[src/rtl/cache_trace_feeder.sv]
// Deterministic address trace source for the cache hit-counting model, one address per ready/updated handshake.
// Optional build macro CACHE_TRACE_LFSR_EN replaces the strided address sequence with a 16-bit LFSR walk.
module cache_trace_feeder #(
    parameter logic [31:0] BASE_ADDR = 32'h0000_1000,
    parameter int unsigned STRIDE    = 4,
    parameter int unsigned NUM_ADDRS = 16,
    parameter int unsigned PASSES    = 2
) (
    input  logic        clk,
    input  logic        reset,
    input  logic        start,
    input  logic        updated,
    output logic [31:0] mem_addr,
    output logic        trace_ready,
    output logic        done,
    output logic [15:0] issued_count
);

    typedef enum logic [1:0] {
        IDLE  = 2'd0,
        ISSUE = 2'd1,
        GAP   = 2'd2,
        DONE  = 2'd3
    } state_t;

    localparam logic [11:0] LAST_IDX  = 12'(NUM_ADDRS - 1);
    localparam logic [3:0]  LAST_PASS = 4'(PASSES - 1);

`ifdef CACHE_TRACE_LFSR_EN
    localparam logic [15:0] LFSR_SEED = 16'hACE1;

    // Fibonacci form of x^16+x^14+x^13+x^11+1, shifting right.
    function automatic logic [15:0] lfsr_step(input logic [15:0] s);
        return {s[0] ^ s[2] ^ s[3] ^ s[5], s[15:1]};
    endfunction

    function automatic logic [31:0] lfsr_addr(input logic [15:0] s);
        return BASE_ADDR + {14'b0, s, 2'b00};
    endfunction

    logic [15:0] lfsr_q, lfsr_d;
`else
    localparam logic [31:0] STRIDE_W = 32'(STRIDE);
`endif

    state_t      state_q, state_d;
    logic [11:0] idx_q, idx_d;
    logic [3:0]  pass_q, pass_d;
    logic [15:0] issued_q, issued_d;
    logic [31:0] addr_q, addr_d;
    logic        last_addr;

    always_comb begin
        state_d   = state_q;
        idx_d     = idx_q;
        pass_d    = pass_q;
        issued_d  = issued_q;
        addr_d    = addr_q;
`ifdef CACHE_TRACE_LFSR_EN
        lfsr_d    = lfsr_q;
`endif
        last_addr = (idx_q == LAST_IDX) && (pass_q == LAST_PASS);

        case (state_q)
            IDLE, DONE: begin
                if (start) begin
                    state_d  = ISSUE;
                    idx_d    = '0;
                    pass_d   = '0;
                    issued_d = '0;
`ifdef CACHE_TRACE_LFSR_EN
                    lfsr_d   = LFSR_SEED;
                    addr_d   = lfsr_addr(LFSR_SEED);
`else
                    addr_d   = BASE_ADDR;
`endif
                end
            end
            ISSUE: begin
                if (updated) begin
                    issued_d = issued_q + 16'd1;
                    if (idx_q == LAST_IDX) begin
                        idx_d  = '0;
                        pass_d = pass_q + 4'd1;
                    end else begin
                        idx_d  = idx_q + 12'd1;
                    end
`ifdef CACHE_TRACE_LFSR_EN
                    lfsr_d = lfsr_step(lfsr_q);
`endif
                    // The final address stays on mem_addr while in DONE.
                    if (last_addr) begin
                        state_d = DONE;
                    end else begin
                        state_d = GAP;
`ifdef CACHE_TRACE_LFSR_EN
                        addr_d  = lfsr_addr(lfsr_step(lfsr_q));
`else
                        addr_d  = (idx_q == LAST_IDX) ? BASE_ADDR : addr_q + STRIDE_W;
`endif
                    end
                end
            end
            GAP: begin
                state_d = ISSUE;
            end
            default: begin
                state_d = IDLE;
            end
        endcase
    end

    always_ff @(posedge clk) begin
        if (reset) begin
            state_q  <= IDLE;
            idx_q    <= '0;
            pass_q   <= '0;
            issued_q <= '0;
`ifdef CACHE_TRACE_LFSR_EN
            lfsr_q   <= LFSR_SEED;
`endif
        end else begin
            state_q  <= state_d;
            idx_q    <= idx_d;
            pass_q   <= pass_d;
            issued_q <= issued_d;
`ifdef CACHE_TRACE_LFSR_EN
            lfsr_q   <= lfsr_d;
`endif
        end
    end

    // Address register is data only; the IDLE gating below keeps mem_addr at 0 after reset.
    always_ff @(posedge clk) begin
        addr_q <= addr_d;
    end

    assign trace_ready  = (state_q == ISSUE);
    assign done         = (state_q == DONE);
    assign mem_addr     = (state_q == IDLE) ? 32'h0 : addr_q;
    assign issued_count = issued_q;

endmodule

[config.mk]
export PLATFORM = sky130hd
export DESIGN_NAME = cache_trace_feeder
export DESIGN_NICKNAME = d
export VERILOG_FILES = /design/src/rtl/cache_trace_feeder.sv
export SDC_FILE = /design/constraint.sdc
export NUM_CORES = 1
export LEC_CHECK = 0
export ABC_AREA = 0
export ABC_CLOCK_PERIOD_IN_PS = 4900
export CAP_MARGIN = 20
export CORE_ASPECT_RATIO = 1.2
export CORE_MARGIN = 3
export CORE_UTILIZATION = 35
export CTS_BUF_LIST = sky130_fd_sc_hd__clkbuf_8
export DETAILED_ROUTE_END_ITERATION = 8
export GPL_TIMING_DRIVEN = 0
export PLACE_DENSITY = 0.58
export SYNTH_ARGS = -nofsm -noshare
export SYNTH_HDL_FRONTEND = slang
export SYNTH_SLANG_ARGS = --single-unit
[constraint.sdc]
create_clock -name clk -period 4.9 [get_ports clk]
set_input_delay 0.98 -clock clk [delete_from_list [all_inputs] [get_ports clk]]
set_output_delay 0.98 -clock clk [all_outputs]
set_load 0.005 [all_outputs]
==> results.yml <==
yosys:
  synth_enable_flop_cells: 32
  yosysTopAreaCell: "edfxtp_1"
  syn_area_per_cell_um2: 9.028
  synth_fp_nets: 430
  async_reset_ff_frac: 0
  synth.distinct_cells: 50
  ys_seq_area_frac: 0.4350
  ys.warnings.count: 0
  ys_ff_latch: 66
  ys_top_cells_by_area: "edfxtp_1 (25%), dfxtp_1 (18%), a21oi_1 (5.0%)"
  synth_top_area_share: 0.2546
  synthCells: 418
  synth_ff_type: "dfxtp_1"
  synth_area_um2: 3774
global_routing:
  gr-usage-met1: 0.2055
  grt_pass1_vias: 3250
  antenna_found_initial: 0
  overflow: 0
  grt.total_usage: 0.1639
  use_met2: 0.2689
  grtUsageMet3: 0.03198
  grt_max_degree: 22
  grt_pass1_wl_mm: 15.93
  busiest_layer: "met2"
placed_design:
  dp.cells: 597
  port_buffers: 52
  place_congestion: 0.7768
  place_ws_ns: 1.541
  place_hpwl_mm: 6.831
sta:
  fin_crit_ns: 3.138
  final_hold_viol_count: 0
  rsz0062_at_grt: "false"
  fin_tns_setup_ns: 0
  finalWorstSetupSlack_ns: 1.762
  holdWs_ns: 0.4754
  drv_slew: 0
  slew-limit-headroom: 0.4112
  setup_viol: 0
  skew_ns: 0.01336
  period_share: 0.6404
  max_freq_mhz: 318.7
  worstMarginPinSlew_ns: 0.8764
finish:
  layout.cells.non_filler: 613
  diodes: 0
  layout-drive-gt1-share: 0.06366
  area_delta_synth_final_pct: 24.20
  fill_cells: 1000
  final_nets: 494
floorplan:
  chipWidth_um: 100.8
  rows: 40
  fp.dieH_um: 119.7
  dieArea_um2: 12070
  fp.coreArea_um2: 10260
  start_util: 0.3678
  pin_count: 54
clocking:
  clk_pin_slew_ns: 0.07
  cts_tree: "built"
  cts_resized: 0
  cts.sinks: 66
  cts_root_buf: "clkbuf_8"
  h-tree-depth: 3
  postCtsSetupRepairBufs: 0
  numCtsBuffers: 9
  hold_buffers: 0
  clock_latency_ns: 0.36
  cts_max_path_buffers: 2
setup_path:
  worstPathCellList: "inv_1 -> ha_1 -> clkbuf_1 -> nor2b_1 -> clkdlybuf4s50_1"
  slowest_delay_ns: 0.53
  crit_slowest_cell: "clkdlybuf4s50_1"
  critPathLaunchType: "register"
  endpoint_kind: "output port"
  arrival_ns: 2.16
  critPathMaxFanout: 10
  critPathKind: "reg -> out"
  cp.required_ns: 3.92
detailed_routing:
  route.detailed.wl_per_inst_um: 15.18
  ant_nets: 0
  viasPerCell: 5.545
  drc: 0
  firstDrtPassIters: 5
  vias: 3399
  wl_mm: 9.306
  drtIter0Drc: 102
run_status:
  outcome: "finished clean"
worst_hold_path:
  min_path_type: "reg -> reg"
pwr:
  peakVddDrop_mv: 0.1758
  p_leak_nw: 1.503
  powerDensity_nw_per_um2: 352.4
job:
  max_cap_viol_count: 0
[cell type report]
cell class | count | area, um^2 | area share
multi-input combinational | 320 | 2019 | 0.4309
sequential | 66 | 1642 | 0.3502
inverter | 10 | 37.54 | 0.008009
clock inverter | 6 | 51.30 | 0.01094
clock buffer | 10 | 137.6 | 0.02936
tap | 126 | 157.7 | 0.03364
buffer | 22 | 93.84 | 0.02002
timing repair buffer | 53 | 548.0 | 0.1169
[cell usage in the layout (no fill, tap or decap), types with 4 or more instances in the layout]
| cell | Yosys | final |
|---|---|---|
| nand3b_1 | 4 | 4 |
| a31oi_1 | 5 | 5 |
| mux2_2 | 5 | 5 |
| edfxtp_1 | 32 | 32 |
| o21ai_0 | 14 | 14 |
| clkdlybuf4s50_1 | 0 | 52 |
| and2_1 | 6 | 6 |
| xnor2_1 | 5 | 5 |
| or4_1 | 21 | 21 |
| nor4_1 | 5 | 5 |
| dfxtp_1 | 34 | 34 |
| or3_1 | 11 | 11 |
| nor3_1 | 4 | 4 |
| nand3_1 | 19 | 19 |
| nand4_1 | 14 | 14 |
| clkbuf_1 | 17 | 17 |
| inv_1 | 10 | 13 |
| o31ai_1 | 18 | 18 |
| and3_1 | 9 | 9 |
| nand2_1 | 28 | 28 |
| clkbuf_8 | 0 | 10 |
| and4_1 | 5 | 5 |
| nor2b_1 | 30 | 30 |
| ha_1 | 8 | 8 |
| xor2_1 | 7 | 7 |
| a21oi_1 | 38 | 38 |
| nor2_1 | 30 | 30 |
[kinds of logic (layout without fill, tap and decap cells)]
kind of cell | after synthesis | after routing | synth area share
AO/OA/AOI/OAI | 91 | 91 | 0.1479
XOR/XNOR | 12 | 12 | 0.02785
adder cells (fa/ha/maj) | 8 | 8 | 0.02653
buffers and inverters | 32 | 101 | 0.03481
flip-flops | 66 | 66 | 0.4350
multiplexers | 8 | 8 | 0.02288
AND/OR/NAND/NOR | 201 | 201 | 0.3050
[Yosys cell counts (6+ instances only)]
cell type,number
xor2_1,7
nand4_1,14
or4_1,21
dfxtp_1,34
nand3_1,19
nor2b_1,30
o31ai_1,18
nand2_1,28
o21ai_0,14
inv_1,10
a21oi_1,38
or3_1,11
nor2_1,30
clkbuf_1,17
and3_1,9
edfxtp_1,32
ha_1,8
and2_1,6
[critical path: cells and delay by family, from the launching register on]
family	cells	cell delay [ns]
buffers and inverters	3	0.87
flip-flops	1	0.42
adder cells (fa/ha/maj)	1	0.29
AND/OR/NAND/NOR	1	0.24
[power by group]
| group | switching, mW | total [mW] | internal [mW] |
|---|---|---|---|
| Sequential | 0.0795 | 0.762 | 0.683 |
| Combinational | 0.225 | 0.432 | 0.207 |
| Clock | 0.215 | 0.457 | 0.242 |
| Total | 0.520 | 1.65 | 1.13 |
[per-layer routing]
layer	vias up	routed length (um)
met1	1593	4031
met3	11	557
li1	1697	-
met2	98	4547
met4	0	170
met5	-	0
[worst paths after layout]
check / from / endpoint / slack (ns) / depth (start not counted)
hold reg to reg: idx_q[1] / idx_q[1] / 0.48 / 2
setup reg to reg: state_q[0] / addr_q[13] / 2.21 / 7
hold / removal: idx_q[1] / idx_q[1] / 0.48 / 2
setup / recovery: state_q[0] / mem_addr[6] / 1.76 / 5
[state kept, by name (all words and copies together), names as in the netlist]
register      count
pass_q            4
issued_count     16
addr_q           32
idx_q            12
state_q           2
[metrics by stage]
step / total power [mW] / utilization / instance area [um^2]
2_1_floorplan: 0.9985 / - / 3774
3_3_place_gp: 1.192 / 0.4339 / 4452
3_5_place_dp: 1.214 / 0.4384 / 4498
4_1_cts: 1.672 / 0.4568 / 4687
5_1_grt: 1.753 / 0.4568 / 4687
6_report: 1.652 / 0.4568 / 4687
Note: power is estimated with default switching activity, not from simulation.
